$ cat src/rtl/avalon_distance_poller.sv
// Avalon-style read initiator that polls the ultrasonic distance peripheral and
// publishes DATA_OUT / CAR_COUNT / CAR_BIT as one coherent snapshot.
module avalon_distance_poller #(
  parameter logic [15:0] BASE_ADDR     = 16'h0900,
  parameter int          POLL_INTERVAL = 50000,
  parameter int          READ_LATENCY  = 1,
  parameter int          MAX_MISSES    = 8
) (
  input  logic        clk,
  input  logic        reset_l,
  input  logic        enable,
  output logic        io_select,
  output logic [15:0] address,
  input  logic [15:0] read_data,
  output logic [15:0] distance,
  output logic [5:0]  car_count,
  output logic        car_present,
  output logic        sample_valid,
  output logic        stale,
  output logic        busy
);

  localparam int             CW         = $clog2(POLL_INTERVAL);
  localparam logic [CW-1:0]  INT_LAST   = CW'(POLL_INTERVAL - 1);
  localparam logic [1:0]     LAT_LAST   = 2'(READ_LATENCY - 1);
  localparam logic [7:0]     MISS_LIMIT = 8'(MAX_MISSES);

  localparam logic [3:0] IDLE      = 4'd0;
  localparam logic [3:0] RD_STATUS = 4'd1;
  localparam logic [3:0] WT_STATUS = 4'd2;
  localparam logic [3:0] RD_DIST   = 4'd3;
  localparam logic [3:0] WT_DIST   = 4'd4;
  localparam logic [3:0] RD_CNT    = 4'd5;
  localparam logic [3:0] WT_CNT    = 4'd6;
  localparam logic [3:0] RD_CAR    = 4'd7;
  localparam logic [3:0] WT_CAR    = 4'd8;
  localparam logic [3:0] COMMIT    = 4'd9;

  // Bus handshake: io_select is high for exactly one cycle per read with address
  // valid alongside it; read_data is trusted only on the edge ending the last wait cycle.
  logic [3:0]    state;
  logic [3:0]    state_nxt;
  logic [CW-1:0] int_cnt;
  logic [1:0]    lat_cnt;
  logic [7:0]    miss_cnt;
  logic [7:0]    miss_inc;
  logic [15:0]   dist_shadow;
  logic [5:0]    cnt_shadow;
  logic          launch;
  logic          wait_state;
  logic          lat_done;
  logic          capture;

  assign launch     = enable && (int_cnt == INT_LAST) && (state == IDLE);
  assign wait_state = state inside {WT_STATUS, WT_DIST, WT_CNT, WT_CAR};
  assign lat_done   = (lat_cnt == LAT_LAST);
  assign capture    = wait_state && lat_done;
  assign miss_inc   = (miss_cnt == 8'hFF) ? miss_cnt : miss_cnt + 8'd1;

  assign busy      = (state != IDLE);
  assign io_select = state inside {RD_STATUS, RD_DIST, RD_CNT, RD_CAR};

  always_comb begin
    address = 16'h0000;
    case (state)
      RD_STATUS: address = BASE_ADDR + 16'h0004;
      RD_DIST:   address = BASE_ADDR;
      RD_CNT:    address = BASE_ADDR + 16'h0008;
      RD_CAR:    address = BASE_ADDR + 16'h000C;
      default:   address = 16'h0000;
    endcase
  end

  always_comb begin
    state_nxt = state;
    case (state)
      IDLE:      if (launch) state_nxt = RD_STATUS;
      RD_STATUS: state_nxt = WT_STATUS;
      WT_STATUS: if (lat_done) state_nxt = read_data[0] ? RD_DIST : IDLE;
      RD_DIST:   state_nxt = WT_DIST;
      WT_DIST:   if (lat_done) state_nxt = RD_CNT;
      RD_CNT:    state_nxt = WT_CNT;
      WT_CNT:    if (lat_done) state_nxt = RD_CAR;
      RD_CAR:    state_nxt = WT_CAR;
      WT_CAR:    if (lat_done) state_nxt = COMMIT;
      COMMIT:    state_nxt = IDLE;
      default:   state_nxt = IDLE;
    endcase
  end

  always_ff @(posedge clk or negedge reset_l) begin
    if (!reset_l) begin
      state   <= IDLE;
      int_cnt <= '0;
      lat_cnt <= 2'd0;
    end else begin
      state <= state_nxt;
      if (!enable || int_cnt == INT_LAST) int_cnt <= '0;
      else                                int_cnt <= int_cnt + 1'b1;
      if (wait_state && !lat_done) lat_cnt <= lat_cnt + 2'd1;
      else                         lat_cnt <= 2'd0;
    end
  end

  // The committed registers load on the edge entering COMMIT, so the snapshot and
  // sample_valid are visible together during the COMMIT cycle; CAR_BIT goes straight in.
  always_ff @(posedge clk or negedge reset_l) begin
    if (!reset_l) begin
      dist_shadow  <= 16'h0000;
      cnt_shadow   <= 6'd0;
      distance     <= 16'h0000;
      car_count    <= 6'd0;
      car_present  <= 1'b0;
      sample_valid <= 1'b0;
      miss_cnt     <= 8'd0;
      stale        <= 1'b0;
    end else begin
      sample_valid <= 1'b0;
      if (capture) begin
        case (state)
          WT_STATUS: begin
            if (!read_data[0]) begin
              miss_cnt <= miss_inc;
              stale    <= (miss_inc >= MISS_LIMIT);
            end
          end
          WT_DIST: dist_shadow <= read_data;
          WT_CNT:  cnt_shadow  <= read_data[5:0];
          WT_CAR: begin
            distance     <= dist_shadow;
            car_count    <= cnt_shadow;
            car_present  <= read_data[0];
            sample_valid <= 1'b1;
            miss_cnt     <= 8'd0;
            stale        <= 1'b0;
          end
          default: ;
        endcase
      end
    end
  end

endmodule

$ cat config.mk
export PLATFORM = sky130hd
export DESIGN_NAME = avalon_distance_poller
export DESIGN_NICKNAME = d
export VERILOG_FILES = /design/src/rtl/avalon_distance_poller.sv
export SDC_FILE = /design/constraint.sdc
export NUM_CORES = 1
export LEC_CHECK = 0
export CAP_MARGIN = 20
export CORE_UTILIZATION = 53
export DETAILED_ROUTE_END_ITERATION = 12
export PLACE_DENSITY = 0.9
export SYNTH_ARGS = -nofsm -noshare
export SYNTH_HDL_FRONTEND = slang
export SYNTH_SLANG_ARGS = --single-unit
$ cat constraint.sdc
create_clock -name clk -period 2.35 [get_ports clk]
set_clock_uncertainty 0.1 [all_clocks]
set_input_delay 0.235 -clock clk [delete_from_list [all_inputs] [get_ports clk]]
set_output_delay 0.235 -clock clk [all_outputs]
set_load 0.01 [all_outputs]
; Word-level counts from Yosys, hierarchy flattened
; Index checks and enable logic that the tools add are counted.
[totals]
register_bits = 77
inputBits = 19
out_inout_bits = 43
elab_cells = 66
[classes]
n_addsub = 3
magnitude_cmp = 1
n_eq_ne = 16
n_mux = 17
n_reduce_logical = 18
[ops]
columns = op, count
row1 = 12-bit case mux with 4 select lines, 1
row2 = 4-bit case mux with 9 select lines, 1
row3 = 4-bit two-way mux, 5
row4 = "16-bit by 1-bit adder with 16-bit output, second input constant", 1
row5 = "16-bit == test, second input constant", 1
row6 = "4-bit by 3-bit == test with 1-bit output, second input constant", 4
row7 = 16-bit two-way mux, 1
row8 = 8-bit two-way mux, 2
row9 = 8-bit case mux with 2 select lines, 1
row10 = "2-bit inequality test, second input constant", 6
row11 = 4-bit nonzero test, 3
row12 = "8-bit by 1-bit adder with 8-bit output, second input constant", 1
row13 = "4-bit by 2-bit == test with 1-bit output, second input constant", 2
row14 = "8-bit == test, second input constant", 1
row15 = "8-bit by 4-bit >= comparator with 1-bit output, second input constant", 1
row16 = 2-bit AND reduction, 3
row17 = 5-bit AND reduction, 1
row18 = "4-bit by 1-bit == test with 1-bit output, second input constant", 1
row19 = "4-bit == test, second input constant", 1
row20 = 1-bit logical AND, 4
row21 = 4-bit zero test, 1
row22 = 2-bit two-way mux, 2
row23 = 1-bit two-way mux, 3
row24 = 3-bit AND reduction, 1
row25 = other kinds (6), 7

; Depth between registers and ports, before layout
; Gate-level depths: netlist of run 1.
[logic_depth]
depth_word = 5
depth_mapped = 7
ltp_nobuf = 7

; Worst setup path after synthesis of run 1
; OpenSTA, ideal clock, no wires.
[synth_path]
path_kind = register to register
startpoint = register lat_cnt[0]
endpoint = register dist_shadow[10]
setup_ns = 0.125
arrival_time_ns = 1.627
t_required_ns = 2.125
slack_ns = 0.498
path_stages_with_launch = 8
cell_sequence = dfrtp_1 > inv_1 > ha_1 > nand3_1 > or3_1 > buf_6 > buf_8 > mux2_4
[synth_between]
elab_chain_cells = 3
[synth_rtl]
columns = element, line
row1 = from (decl), 44  ; logic [1:0] lat_cnt;
row2 = from (signal assigned), 100  ; if (wait_state && !lat_done) lat_cnt <= lat_cnt + 2'd1;
row3 = 2-bit zero test, 56  ; assign lat_done = (lat_cnt == LAT_LAST);
row4 = 1-bit logical AND, 57  ; assign capture = wait_state && lat_done;
row5 = 2-bit AND reduction (no source line), -
row6 = to (signal assigned), 127  ; WT_DIST: dist_shadow <= read_data;
row7 = to (decl), 47  ; logic [15:0] dist_shadow;
; No other way between the ends.
; A chain may end at the register's enable or synchronous reset.

; Final worst setup path of run 1
[layout_path]
startpoint = register state[3]
endpoint = output port address[2]
[layout_between]
elab_chain_cells = 2
elab_cells_between_ends = 5
[layout_rtl]
columns = element, line
row1 = from (decl), 41  ; logic [3:0] state;
row2 = from (signal assigned), 97  ; state <= state_nxt;
row3 = 4-bit by 3-bit == test with 1-bit output (tied with other cells), 65  ; case (state)
row4 = 12-bit case mux with 4 select lines (*), 65
row5 = to (decl), 13  ; output logic [15:0] address,
; Mark *: on every way between the ends. The rest lies on a longest branch, timed or not.

==> run summary, run 1 <==
Outcome: finished, final reports clean
Mapped Area: 0.00355 mm^2
Vias in the first global route: 2555
Fraction of registers with async set or reset after synthesis: 100%
RSZ-0062 raised after global routing: false
Power share of the clock group: 21.6%
DRC: 0
Most common cell after layout, fill and taps aside: nand2_1
GRT Overall Usage: 22.1%
Starting DRT DRC Count: 147
Yosys top cell area share: 54.3%
Kind of start point of the critical path: register
Fin crit share: 92.8%
Number of buffers created by CTS: 9
Register area share after synthesis: 54.3%
Worst Path Max Fanout: 9
H-tree depth: 3
Largest area contributor in the netlist: dfrtp_1
Crit-path slowest cell: dfrtp_1
Worst Path Arrival: 1.85 ns
Post-synth EDFFs: 0
Post-synth cell types: 46
Slew headroom: 58.3%
Port buffer count: 49
Path depth of the worst reg2reg path: 5
Syn Inst Count: 344
Leak: 2.00 nW
Layout cells sized above 1: 12.8%
Average via count per standard cell: 5.45
CTS resizes: 0
P&R area growth vs syn: 18.9%
Setup tns final: 0 ns
Area contributors post-synth: dfrtp_1 (54%), nand2_1 (8.9%), mux2_4 (4.2%)
CTS tree: done
Cells along the critical path: nor2b_1, o21a_1, clkdlybuf4s50_1
Final hold vios: 0
Sw frac: 32.1%
Pwr per Cell Area: 1100 mW/mm^2
Die Span Y: 83.8 um
Initial Utilization: 55.5%
Ant diodes: 0
I/O pin count: 62
Switch Pwr: 0.00149 W
Syn. warnings: 0
Synthesized flop and latch total: 77
Total number of vias: 2595
Ys flop type: dfrtp_1
Die Footprint: 0.00702 mm^2
Final WL: 7.09 mm
First-pass GRT wire length: 12.1 mm
Slew Viols, Final: 0
Grt ovf: 0
Achievable Freq: 0.458 GHz
Cell-internal power: 0.00315 W
Critical path class: register to output pin
Fillers: 458
Post-route ant nets: 0
Avg Cell Area, Syn: 10.3 um^2
Most frequent cells in the layout: nand2_1 (84), dfrtp_1 (77), clkdlybuf4s50_1 (48), nor2_1 (37), mux2_2 (13)
Least-Margin Pin Slew: 0.623 ns
Final setup vio count: 0
Largest net degree at the start of global routing: 47
Sequential share of power: 44.7%
Worst vdd ir: 757 uV
CTS max path bufs: 2
Root buffer cell: clkbuf_8
Crit path capture type: output pin
# Post-CTS Setup Buffers: 0
Final min period: 2.18 ns
Pre-antenna DRT Iters: 4
Core ar.: 0.00639 mm^2
DP Wirelength: 4.79 mm
Comb pwr share: 33.7%
Row Count: 29
Initial antenna violation count: 0
Critical path's largest stage delay: 0.53 ns
Setup slack, reg-to-reg: 0.33 ns
CP required: 2.02 ns
Fin Hold WS: 0.336 ns
Routed len/inst: 14.9 um
Number of max-cap violations: 0
Clock transition at path regs: 0.08 ns
Sink Count: 77
GP Congestion: 0.878
Die Wd: 83.8 um
Final nets: 416
Type of the most critical hold path: input pin to asynchronous set/reset pin
Worst-Skew Late Latency: 0.35 ns
==> registers in the layout, indices dropped and copies added, names as in the netlist <==
signal,flops
dist_shadow,16
distance,16
int_cnt,16
miss_cnt,8
car_count,6
cnt_shadow,6
state,4
lat_cnt,2
car_present,1
sample_valid,1
stale,1
==> worst paths after layout <==
kind / from / endpoint
worst max register to register: lat_cnt[0] / cnt_shadow[2]
worst max-delay path: state[3] / address[2]
worst min-delay path: reset_l / cnt_shadow[1]
max in group asynchronous: reset_l / int_cnt[1]
worst min register to register: cnt_shadow[5] / car_count[5]
min in group clk: cnt_shadow[5] / car_count[5]
==> power by group through the flow <==
stage	sequential [W]	combinational, W	clock (W)
floorplan	0.00201	0.00103	0
global placement	0.00205	0.00149	0
detailed placement	0.00208	0.00156	0
CTS	0.00207	0.00158	0.00102
global route	0.00212	0.00170	0.00109
finish	0.00207	0.00156	0.00100
==> layout make-up <==
cell class	instances	area (um^2)	share of cell area, %
Clock buffer	11	141	3.35
Clock inverter	5	58.8	1.39
Inverter	9	38.8	0.920
Multi-Input combinational cell	243	1430	33.8
Sequential cell	77	1930	45.7
Tap cell	77	96.3	2.28
Timing Repair Buffer	54	528	12.5
==> cell usage after synthesis (all sizes together) (2+ instances only) <==
cell,n
a21o,2
buf,22
o21ai,5
o211ai,2
dfrtp,77
ha,3
nand4,5
mux2,23
nor2,37
nor3,3
or4,2
a21oi,6
or3,3
nand3,10
and3,6
and4,2
nand2,85
xor2,9
clkbuf,4
nor2b,3
inv,9
xnor2,9
nor3b,2
o21a,3
==> critical path, delay by kind of cell, from the launching register on <==
family	cells	cell delay (ns)
flops	1	0.53
buf+inv	1	0.52
simple gates	1	0.29
compound gates	1	0.16
==> timing repair <==
action	4_1_cts	5_1_grt
endpoints found under the hold margin	44	0
setup endpoints to repair	0	0
hold buffers	1	0
==> cells by family after synthesis <==
family | count (synthesis) | share of synthesized area, %
AND/OR/NAND/NOR | 163 | 20.5
AO/OA/AOI/OAI | 23 | 4.30
flip-flops | 77 | 54.3
XOR/XNOR | 18 | 4.45
adder cells (fa/ha/maj) | 3 | 1.06
multiplexers | 24 | 8.64
other | 1 | 0.106
buffers and inverters | 35 | 6.60
==> routing by layer <==
layer | up-vias | track usage, % | wire (um)
li1 | 1204 | - | -
met1 | 1261 | 27.1 | 2910
met2 | 110 | 35.6 | 3490
met3 | 20 | 5.74 | 439
met4 | 0 | 12.5 | 246
met5 | - | 0 | 0
==> through the flow <==
step | std cells | utilization [%] | total power (W) | setup slack, ns | cell area (um^2)
after CTS | 476 | 66.0 | 0.00466 | 0.161 | 4220
after global placement | 459 | 62.7 | 0.00354 | 0.455 | 4010
after global routing | 476 | 66.0 | 0.00490 | 0.0655 | 4220
after floorplan | 355 | - | 0.00304 | 0.498 | 3590
final | 476 | 66.0 | 0.00464 | 0.169 | 4220
after detailed placement | 459 | 62.7 | 0.00364 | 0.410 | 4010
Power figures use the tool's default switching activity.
==> run 2: changes to the inputs <==
--- a/config.mk
+++ b/config.mk
@@ -5,7 +5,7 @@
 export SDC_FILE = /design/constraint.sdc
 export NUM_CORES = 1
 export LEC_CHECK = 0
-export CAP_MARGIN = 20
+export CAP_MARGIN = 25
 export CORE_UTILIZATION = 53
 export DETAILED_ROUTE_END_ITERATION = 12
 export PLACE_DENSITY = 0.9
==> results of run 2 <==
No change in the layout: final DEF, timing and power equal those of run 1.
==> run 3: changes to the inputs <==
--- a/config.mk
+++ b/config.mk
@@ -9,6 +9,7 @@
 export CORE_UTILIZATION = 53
 export DETAILED_ROUTE_END_ITERATION = 12
 export PLACE_DENSITY = 0.9
+export SETUP_SLACK_MARGIN = 0.4
 export SYNTH_ARGS = -nofsm -noshare
 export SYNTH_HDL_FRONTEND = slang
 export SYNTH_SLANG_ARGS = --single-unit
==> run 3 against run 2 <==
  * Utilization rose by 2.4 points
  * First-iteration DRC count increased by 2.0%
  * Total power up 4.6%
  * Via count up 1.8%
  * Flip-flop and latch count unchanged
  * Non-clock buffer count rose by 10
  * Final area rose by 3.6%
  * Sequential share of layout area fell by 1.5 points
  * Sequential power is essentially flat
  * Critical path type unchanged
  * Highest routed layer unchanged
==> run summary, run 3 (same netlist as run 1, synthesis figures left out) <==
H-tree depth: 3 (unchanged)
Slew headroom: 62.6% (+4.3 points)
Final hold vios: 0 (unchanged)
Path depth of the worst reg2reg path: 5 (unchanged)
Die Footprint: 0.00702 mm^2 (unchanged)
Routed len/inst: 15.2 um (+2.2%)
P&R area growth vs syn: 23.2%
I/O pin count: 62 (unchanged)
Final setup vio count: 0 (unchanged)
R2r startpoint: miss_cnt[1]
DRC: 0 (unchanged)
Critical path's largest stage delay: 0.47 ns (-0.06 ns)
Setup tns final: 0 ns (unchanged)
Final min period: 1.95 ns (-0.236 ns)
Type of the most critical hold path: input pin to asynchronous set/reset pin
Crit path capture type: output pin
Kind of start point of the critical path: register
Worst r2r dst: miss_cnt[6]
Met3 usage in global routing: 5.84% (+0.099 points)
Crit-path slowest cell: clkdlybuf4s50_1
Grt ovf: 0 (unchanged)
Initial antenna violation count: 0 (unchanged)
Root buffer cell: clkbuf_8
Worst-Skew Late Latency: 0.35 ns (about the same)
Sink Count: 77 (unchanged)
CTS tree: done
RSZ-0062 raised after global routing: true
Sw frac: 32.4% (+0.29 points)
Switch Pwr: 0.00157 W (+5.6%)
Average via count per standard cell: 5.43 (-0.32%)
Met1 GRT Util: 27.3% (+0.24 points)
Top flop regs: dist_shadow: 16 flops, distance: 16 flops, int_cnt: 16 flops
Layout cells sized above 1: 18.3% (+5.6 points)
Total number of vias: 2641 (+1.8%)
Ant diodes: 0 (unchanged)
Sequential share of power: 42.1% (-2.6 points)
CP required: 2.02 ns (about the same)
Pwr per Cell Area: 1110 mW/mm^2 (+0.99%)
CTS max path bufs: 2 (unchanged)
Comb pwr share: 37.1% (+3.4 points)
Power share of the clock group: 20.7% (-0.9 points)
Worst Path Max Fanout: 4 (-5)
GP Congestion: 0.878 (unchanged)
Die Wd: 83.8 um (unchanged)
CP Buf/Inv Count: 1 (unchanged)
Largest net degree at the start of global routing: 47 (unchanged)
Top delay family on crit path: buffers and inverters
DP Wirelength: 4.79 mm (unchanged)
Pre-antenna DRT Iters: 4 (unchanged)
Most common cell after layout, fill and taps aside: nand2_1
Leak: 2.06 nW (+3.2%)
Initial Utilization: 55.5% (unchanged)
Final WL: 7.40 mm (+4.4%)
Number of max-cap violations: 0 (unchanged)
Final nets: 426 (+2.4%)
Post-route ant nets: 0 (unchanged)
Number of buffers created by CTS: 9 (unchanged)
Least-Margin Pin Slew: 0.562 ns (-0.0616 ns)
Slew Viols, Final: 0 (unchanged)
GRT Overall Usage: 22.5% (+0.42 points)
Port buffer count: 49 (unchanged)
Row Count: 29 (unchanged)
Vias in the first global route: 2583 (+1.1%)
Setup slack, reg-to-reg: 0.46 ns (+0.13 ns)
Core ar.: 0.00639 mm^2 (unchanged)
Design Power: 0.00486 W (+4.6%)
Die Span Y: 83.8 um (unchanged)
Fin crit share: 82.8% (-10 points)
Critical path class: register to output pin
Worst Path Arrival: 1.61 ns (-0.24 ns)
Worst vdd ir: 861 uV (+14%)
Most frequent cells in the layout: nand2_1 (84), dfrtp_1 (73), clkdlybuf4s50_1 (46), nor2_1 (35), buf_4 (14)
Busiest grt layer: met2
Clock transition at path regs: 0.08 ns (about the same)
Achievable Freq: 0.514 GHz (+12%)
First-pass GRT wire length: 12.3 mm (+1.8%)
Starting DRT DRC Count: 150 (+2.0%)
Cells along the critical path: and2_0, o21a_1, clkdlybuf4s50_1
Met2 Usage GRT: 37.1% (+1.5 points)
Outcome: finished, final reports clean
Cell-internal power: 0.00328 W (+4.2%)
run 3: cell type report:
cell class,count,area [um^2]
multi-input cells,243,1490
fillers,432,2020
inverters,9,38.8
well taps,77,96.3
flip-flops and latches,77,1930
clock buffers,11,141
clock inverters,5,58.8
repair buffers,64,608
run 3: power by group through the flow:
| stage | Combinational (W) | Clock, W | Sequential [W] |
|---|---|---|---|
| 6_report | 0.00180 | 0.00101 | 0.00205 |
| 3_5_place_dp | 0.00156 | 0 | 0.00208 |
| 4_1_cts | 0.00167 | 0.00102 | 0.00206 |
| 2_1_floorplan | 0.00103 | 0 | 0.00201 |
| 3_3_place_gp | 0.00149 | 0 | 0.00205 |
| 5_1_grt | 0.00195 | 0.00109 | 0.00209 |
run 3: worst max-delay path by stage:
stage / from / endpoint / slack [ns] / cells past startpoint
CTS: state[2] / address[2] / 0.37 / 3
finish: state[1] / address[2] / 0.40 / 3
floorplan: lat_cnt[0] / dist_shadow[10] / 0.50 / 7
detailed placement: read_data[0] / miss_cnt[2] / 0.41 / 6
global route: state[1] / address[2] / 0.35 / 3
global placement: read_data[0] / miss_cnt[2] / 0.46 / 6
run 3: per-layer routing:
metal	wire length [um]	share of wire, %
met5	0	0
met3	372	5.0
met4	250	3.4
met1	3080	42
met2	3700	50
run 3: per-stage QoR:
| step | utilization (%) | worst slack [ns] | cell area, um^2 | instances | hold WS [ns] |
|---|---|---|---|---|---|
| floorplan | - | 0.498 | 3590 | 355 | -0.161 |
| global placement | 62.7 | 0.455 | 4010 | 459 | 0.165 |
| detailed placement | 62.7 | 0.410 | 4010 | 459 | 0.171 |
| CTS | 67.1 | 0.371 | 4290 | 481 | 0.340 |
| global route | 68.4 | 0.349 | 4370 | 486 | 0.376 |
| finish | 68.4 | 0.404 | 4370 | 486 | 0.331 |
run 3: repair_timing:
action	4_1_cts	5_1_grt
pin swaps	0	0
hold buffers	1	0
endpoints found under the hold margin	44	0
setup endpoints to repair	27	27
buffers inserted	5	5
gates resized for setup	13	9
